[src/rtl/ring_rr_arbiter_pkg.sv]
// Shared types and helpers for the ring round-robin arbiter.
package ring_arb_pkg;

    localparam int RING_N_MAX = 16;

    typedef enum logic [1:0] {
        IDLE,
        GRANT,
        GAP
    } state_t;

    function automatic logic [3:0] next_idx(input logic [3:0] idx, input int n);
        if (int'(idx) >= n - 1)
            return 4'd0;
        return idx + 4'd1;
    endfunction

endpackage

[src/rtl/ring_rr_arbiter_if.sv]
// Request/grant bundle between requesters (master) and the arbiter (slave).
interface ring_rr_arbiter_if #(
    parameter int N  = 16,
    parameter int IW = 4
);
    logic [N-1:0]  req;
    logic [N-1:0]  grant;
    logic [IW-1:0] grant_idx;
    logic          busy;
    logic          timeout;

    modport master (
        output req,
        input  grant, grant_idx, busy, timeout
    );

    modport slave (
        input  req,
        output grant, grant_idx, busy, timeout
    );
endinterface

[src/rtl/ring_rr_arbiter_decode.sv]
// Index to one-hot decoder; out-of-range indices decode to all ones.
module ring_decode #(
    parameter int N  = 16,
    parameter int IW = 4
) (
    input  logic [IW-1:0] idx,
    output logic [N-1:0]  onehot
);

    always_comb begin
        onehot = '1;
        if (int'(idx) < N) begin
            onehot      = '0;
            onehot[idx] = 1'b1;
        end
    end

endmodule

[src/rtl/ring_rr_arbiter.sv]
// Round-robin arbiter with rotating pointer and one dead cycle between owners.
// Optional owner revocation after HOLD_MAX cycles: define RING_ARB_TIMEOUT_EN.
module ring_rr_arbiter
    import ring_arb_pkg::*;
#(
    parameter int N        = 16,
    parameter int IW       = $clog2(N),
    parameter int HOLD_MAX = 8
) (
    input logic               clk,
    input logic               nRST,
    ring_rr_arbiter_if.slave  bus
);

    state_t        state_q, state_d;
    logic [IW-1:0] ptr_q, ptr_d;
    logic [IW-1:0] idx_q, idx_d;
    logic [N-1:0]  grant_q, grant_d;
    logic          busy_q, busy_d;
    logic          release_c;
    logic          take;

    logic [N-1:0]   elig;
    logic [2*N-1:0] shifted;
    logic [N-1:0]   rot;
    logic [IW-1:0]  off;
    logic [IW:0]    sum;
    logic [IW-1:0]  sel;
    logic           found;
    logic [N-1:0]   sel_oh;

`ifdef RING_ARB_TIMEOUT_EN
    localparam int HW = $clog2(HOLD_MAX + 1);

    logic [HW-1:0] hold_q, hold_d;
    logic [N-1:0]  blk_q, blk_d;
    logic          to_q, to_d;
    logic          revoke;

    // A revoked owner stays out of arbitration until it drops its request.
    assign elig   = bus.req & ~blk_q;
    assign revoke = (state_q == GRANT) && bus.req[idx_q]
                    && (hold_q == HW'(HOLD_MAX));
`else
    logic revoke;

    assign elig   = bus.req;
    assign revoke = 1'b0;
`endif

    // Rotate so the pointer lands at bit 0, take the lowest set bit, rotate back.
    always_comb begin
        shifted = {elig, elig} >> ptr_q;
        rot     = shifted[N-1:0];
        off     = '0;
        found   = 1'b0;
        for (int i = N - 1; i >= 0; i--) begin
            if (rot[i]) begin
                off   = IW'(i);
                found = 1'b1;
            end
        end
        sum = {1'b0, off} + {1'b0, ptr_q};
        if (int'(sum) >= N)
            sum = sum - (IW + 1)'(N);
        sel = sum[IW-1:0];
    end

    ring_decode #(
        .N  (N),
        .IW (IW)
    ) u_decode (
        .idx    (sel),
        .onehot (sel_oh)
    );

    assign release_c = !bus.req[idx_q] || revoke;

    always_comb begin
        state_d = state_q;
        ptr_d   = ptr_q;
        idx_d   = idx_q;
        busy_d  = busy_q;
        take    = 1'b0;
        unique case (state_q)
            IDLE, GAP: begin
                // GAP is the dead cycle itself, so it may arbitrate for the next edge.
                if (found) begin
                    take    = 1'b1;
                    state_d = GRANT;
                    idx_d   = sel;
                    busy_d  = 1'b1;
                end else begin
                    state_d = IDLE;
                end
            end
            GRANT: begin
                if (release_c) begin
                    state_d = GAP;
                    busy_d  = 1'b0;
                    idx_d   = '0;
                    ptr_d   = IW'(next_idx(4'(idx_q), N));
                end
            end
            default: state_d = IDLE;
        endcase
        grant_d = busy_d ? (take ? sel_oh : grant_q) : '0;
    end

`ifdef RING_ARB_TIMEOUT_EN
    always_comb begin
        hold_d = hold_q;
        blk_d  = blk_q & bus.req;
        to_d   = 1'b0;
        if (take) begin
            hold_d = HW'(1);
        end else if (state_q == GRANT) begin
            if (release_c) begin
                hold_d = '0;
                if (revoke) begin
                    blk_d[idx_q] = 1'b1;
                    to_d         = 1'b1;
                end
            end else begin
                hold_d = hold_q + HW'(1);
            end
        end
    end

    always_ff @(posedge clk or negedge nRST) begin
        if (!nRST) begin
            hold_q <= '0;
            blk_q  <= '0;
            to_q   <= 1'b0;
        end else begin
            hold_q <= hold_d;
            blk_q  <= blk_d;
            to_q   <= to_d;
        end
    end

    assign bus.timeout = to_q;
`else
    assign bus.timeout = 1'b0;
`endif

    always_ff @(posedge clk or negedge nRST) begin
        if (!nRST) begin
            state_q <= IDLE;
            ptr_q   <= '0;
            idx_q   <= '0;
            grant_q <= '0;
            busy_q  <= 1'b0;
        end else begin
            state_q <= state_d;
            ptr_q   <= ptr_d;
            idx_q   <= idx_d;
            grant_q <= grant_d;
            busy_q  <= busy_d;
        end
    end

    assign bus.grant     = grant_q;
    assign bus.grant_idx = idx_q;
    assign bus.busy      = busy_q;

endmodule

[src/flat_wrapper.sv]
// flat-port wrapper written by rule: the top's interface ports become plain ports
module ring_rr_arbiter_flat import ring_arb_pkg::*;
#(
    parameter int N        = 16,
    parameter int IW       = $clog2(N),
    parameter int HOLD_MAX = 8
)
  (clk, nRST, bus_req, bus_grant, bus_grant_idx, bus_busy, bus_timeout);
  ring_rr_arbiter_if #(.N(N), .IW(IW)) bus_i ();
  input logic clk;
  input logic nRST;
  input wire logic [$bits(bus_i.req)-1:0] bus_req;
  output wire logic [$bits(bus_i.grant)-1:0] bus_grant;
  output wire logic [$bits(bus_i.grant_idx)-1:0] bus_grant_idx;
  output wire logic [$bits(bus_i.busy)-1:0] bus_busy;
  output wire logic [$bits(bus_i.timeout)-1:0] bus_timeout;
  assign bus_i.req = bus_req;
  assign bus_grant = bus_i.grant;
  assign bus_grant_idx = bus_i.grant_idx;
  assign bus_busy = bus_i.busy;
  assign bus_timeout = bus_i.timeout;
  ring_rr_arbiter #(.N(N), .IW(IW), .HOLD_MAX(HOLD_MAX)) u_core (.clk(clk), .nRST(nRST), .bus(bus_i));
endmodule
[config.mk]
export PLATFORM = sky130hd
export DESIGN_NAME = ring_rr_arbiter_flat
export DESIGN_NICKNAME = d
export VERILOG_FILES = /design/src/rtl/ring_rr_arbiter_pkg.sv /design/src/rtl/ring_rr_arbiter_if.sv /design/src/rtl/ring_rr_arbiter_decode.sv /design/src/rtl/ring_rr_arbiter.sv /design/src/flat_wrapper.sv
export SDC_FILE = /design/constraint.sdc
export NUM_CORES = 1
export LEC_CHECK = 0
export ABC_AREA = 1
export BUFFER_PORTS_ARGS = -buffer_cell sky130_fd_sc_hd__buf_2
export CORE_MARGIN = 4
export CORE_UTILIZATION = 40
export CTS_CLUSTER_DIAMETER = 40
export CTS_CLUSTER_SIZE = 24
export DETAILED_ROUTE_END_ITERATION = 10
export GPL_ROUTABILITY_DRIVEN = 1
export SYNTH_ARGS = -nofsm -noshare
export SYNTH_HDL_FRONTEND = slang
export SYNTH_SLANG_ARGS = --single-unit
[constraint.sdc]
create_clock -name clk -period 2.9 [get_ports clk]
set_input_delay 0.29 -clock clk [delete_from_list [all_inputs] [get_ports clk]]
set_output_delay 0.29 -clock clk [all_outputs]
set_load 0.05 [all_outputs]
==> results.sh <==
export IMPL_clockBufferDepth=2
export IMPL_initial_core_util_pct=42.3
export IMPL_die_width_um=85.5
export IMPL_synth_cell_types=38
export IMPL_r2r_end="u_core.bus.grant[9]"
export IMPL_ant_nets=0
export IMPL_final_cell_mix="nand2_1, buf_4, nand3_1"
export IMPL_timing_critical_path_slowest_stage_cell="dfrtp_2"
export IMPL_rsz0062_at_grt="true"
export IMPL_routed_via_count=2711
export IMPL_fin_skew_ns=0.00560
export IMPL_grtUsageTotal_pct=19.5
export IMPL_synth_top_area_share_pct=28.1
export IMPL_place_ws_ns=-0.430
export IMPL_hold_buffers=0
export IMPL_first_global_vias=2567
export IMPL_netlist_instances=372
export IMPL_wire_per_inst_um=14.1
export IMPL_worst_path_dominant_cell_family="simple AND/OR/NAND/NOR gates"
export IMPL_max_cap_violations=0
export IMPL_drc=0
export IMPL_worstPathArrival_ns=3.47
export IMPL_hold_worst_slack_ns=0.0105
export IMPL_max_freq_mhz=303
export IMPL_crit_fanout=8
export IMPL_regArea_um2=677
export IMPL_cts_root_buffer="clkbuf_8"
export IMPL_worstHoldPathType="primary input to async pin"
export IMPL_fillers=527
export IMPL_r2r_cells=23
export IMPL_hpwl_um=5400
export IMPL_gp_congestion=0.885
export IMPL_drv_slew=0
export IMPL_netlist_area_um2=2400
export IMPL_rows=27
export IMPL_ys_warn_count=0
export IMPL_yosys_top_cells_area="dfrtp_1, nand2_1, nand3_1"
export IMPL_synth_net_count=395
export IMPL_clk_pin_slew_ns=0.09
export IMPL_final_net_count=471
export IMPL_wl_um=7330
export IMPL_die_y_um=85.5
export IMPL_violations="setup timing"
export IMPL_rr_startpoint="u_core.ptr_q[0]"
export IMPL_ys_seq_area_share_pct=28.1
export IMPL_synth_top_area_cell="dfrtp_1"
export IMPL_crit_type="register to register"
export IMPL_grt_pass1_wl_um=11800
export IMPL_dieArea_um2=7310
export IMPL_cts_buffers_inserted=3
export IMPL_setup_ws_ns=-0.395
export IMPL_drive_gt1_share_pct=44.5
export IMPL_insertedDiodeCount=0
export IMPL_regToRegSetupSlack_ns=-0.39
export IMPL_cts_tree="done"
export IMPL_path_buf_inv=6
export IMPL_setup_tns_ns=-6.73
export IMPL_startpoint_type="register"
export IMPL_worstSetupEndpointType="register"
export IMPL_antenna_found_initial=0
export IMPL_multi_input_area_um2=1810
export IMPL_dr_pass1_iters=4
export IMPL_cts_sinks=27
export IMPL_crit_end="u_core.bus.grant[9]"
export IMPL_drt_iter0_drc=176
export IMPL_ctsHtreeMaxLevel=1
export IMPL_core_um2=5680
export IMPL_path_depth=23
export IMPL_critical_path_required_ns=3.07
export IMPL_hold_violations=0
export IMPL_fin_crit_ns=3.29
export IMPL_setup_violations=19
export IMPL_final_common_cell="nand2_1"
export IMPL_crit_chain="buf_12 -> clkinv_8 -> nand2_2 -> nand3_2 -> nand3_1 -> nand2_2 -> buf_4 -> o21ai_1 -> nand2_1 -> inv_1 -> nand2_1 -> a31oi_1 -> nor2_1 -> ha_1 -> a21oi_1 -> nand2_2 -> xor2_1 -> inv_2 -> xor2_4 -> buf_6 -> nor2_4 -> nand2_1 -> nand2_1"
export IMPL_max_stage_delay_ns=0.46
export IMPL_grt_overflow_total=0
export IMPL_io_buffer_count=38
export IMPL_clkLatencyLatePin_ns=0.27
export IMPL_area_growth_pct=43.7
export IMPL_outcome="complete, but fails checks"
export IMPL_worst_slew_pin_transition_ns=0.592
export IMPL_grt_max_degree=28
export IMPL_avgSynthCellArea_um2=6.45
export IMPL_cpMostUsedCell="nand2_1"
export IMPL_ys_seq_elements=27
export IMPL_slew_headroom_pct=60.6
export IMPL_vias_per_cell=5.22
export IMPL_ios=40
export IMPL_period_share_pct=114
export IMPL_startpoint="u_core.ptr_q[0]"
==> final cells by class <==
cell class	count	share of cell area (%)
clock buffer	3	1.20
clock inverter	1	0.145
inverter	37	5.08
multi-input combinational	292	52.6
sequential	27	19.6
tap	72	2.61
timing repair buffer	85	18.0
timing repair inverter	2	0.798
==> sequential cells by signal, summed over array words and instances, names as in the netlist <==
register / cells
u_core.bus.busy: 1
u_core.bus.grant: 16
u_core.state_q: 2
u_core.bus.grant_idx: 4
u_core.ptr_q: 4
==> timing repair <==
| item | in CTS | in global routing |
|---|---|---|
| cloned | 0 | 4 |
| resized for setup | 39 | 54 |
| setup endpoints to repair | 19 | 20 |
| setup buffers | 3 | 3 |
| pin swaps | 7 | 23 |
==> logic make-up after synthesis <==
family	share of synthesized area [%]
fa+ha+maj	2.92
compound gates	12.8
other cells	0.156
buf+inv	11.2
simple gates	43.4
xor+xnor	1.41
flops	28.1
==> metal layers <==
layer	GRT usage, %	vias up	wire length (um)
met5	0	-	0
met4	4.60	0	155
met3	1.36	14	264
met2	31.6	74	3500
met1	28.2	1254	3420
li1	-	1369	-
==> cells in the mapped netlist <==
cell type and number:
conb_1 1, o221ai_1 1, a21oi_4 1, inv_4 1, clkbuf_1 2, nor2_4 2, buf_4 2, o211ai_1 2
xnor2_1 1, inv_6 2, buf_6 4, a31oi_1 1, nor2_8 1, a21boi_0 1, dfrtp_1 27, nor3_1 1
fa_1 1, o21ai_0 16, xor2_1 1, inv_2 8, nand3_1 66, o22ai_1 6, buf_8 1, buf_1 1
inv_1 25, nand2_2 9, clkinv_1 1, a21oi_2 1, a21oi_1 3, ha_1 4, nand3_2 6, nand2_4 1
xor2_2 1, o31ai_1 1, nand2_1 123, buf_2 6, nor2_1 20, o21ai_1 21
==> worst register-to-register path, stage by stage, from the launching register on <==
cell	delay [ns]
dfrtp_2	0.46
buf_12	0.20
clkinv_8	0.09
nand2_2	0.08
nand3_2	0.08
nand3_1	0.10
nand2_2	0.06
buf_4	0.12
o21ai_1	0.17
nand2_1	0.08
inv_1	0.07
nand2_1	0.07
a31oi_1	0.15
nor2_1	0.07
ha_1	0.34
a21oi_1	0.20
nand2_2	0.08
xor2_1	0.15
inv_2	0.09
xor2_4	0.25
buf_6	0.14
nor2_4	0.04
nand2_1	0.06
nand2_1	0.04
==> through the flow <==
step                util (%)  std cells  instance area (um2)
global placement        51.3        505                 2910
global route            60.8        519                 3450
detailed placement      51.3        505                 2910
finish                  60.8        519                 3450
CTS                     55.2        512                 3130
floorplan                  -        372                 2420
==> worst min-delay path by stage <==
stage,slack [ns],start,cells after the start,to
6_report,0.01,nRST,1,u_core.bus.grant[13]
5_1_grt,0.04,nRST,1,u_core.bus.grant[13]
4_1_cts,0.02,nRST,1,u_core.bus.grant[13]
3_5_place_dp,0.32,nRST,1,u_core.bus.grant[13]
3_3_place_gp,0.32,nRST,1,u_core.bus.grant[13]
2_1_floorplan,-0.006,nRST,0,u_core.bus.busy
Power is left out: the tool's default activity adds up to more than one toggle a clock period on the data nets, which glitch-free logic cannot reach.
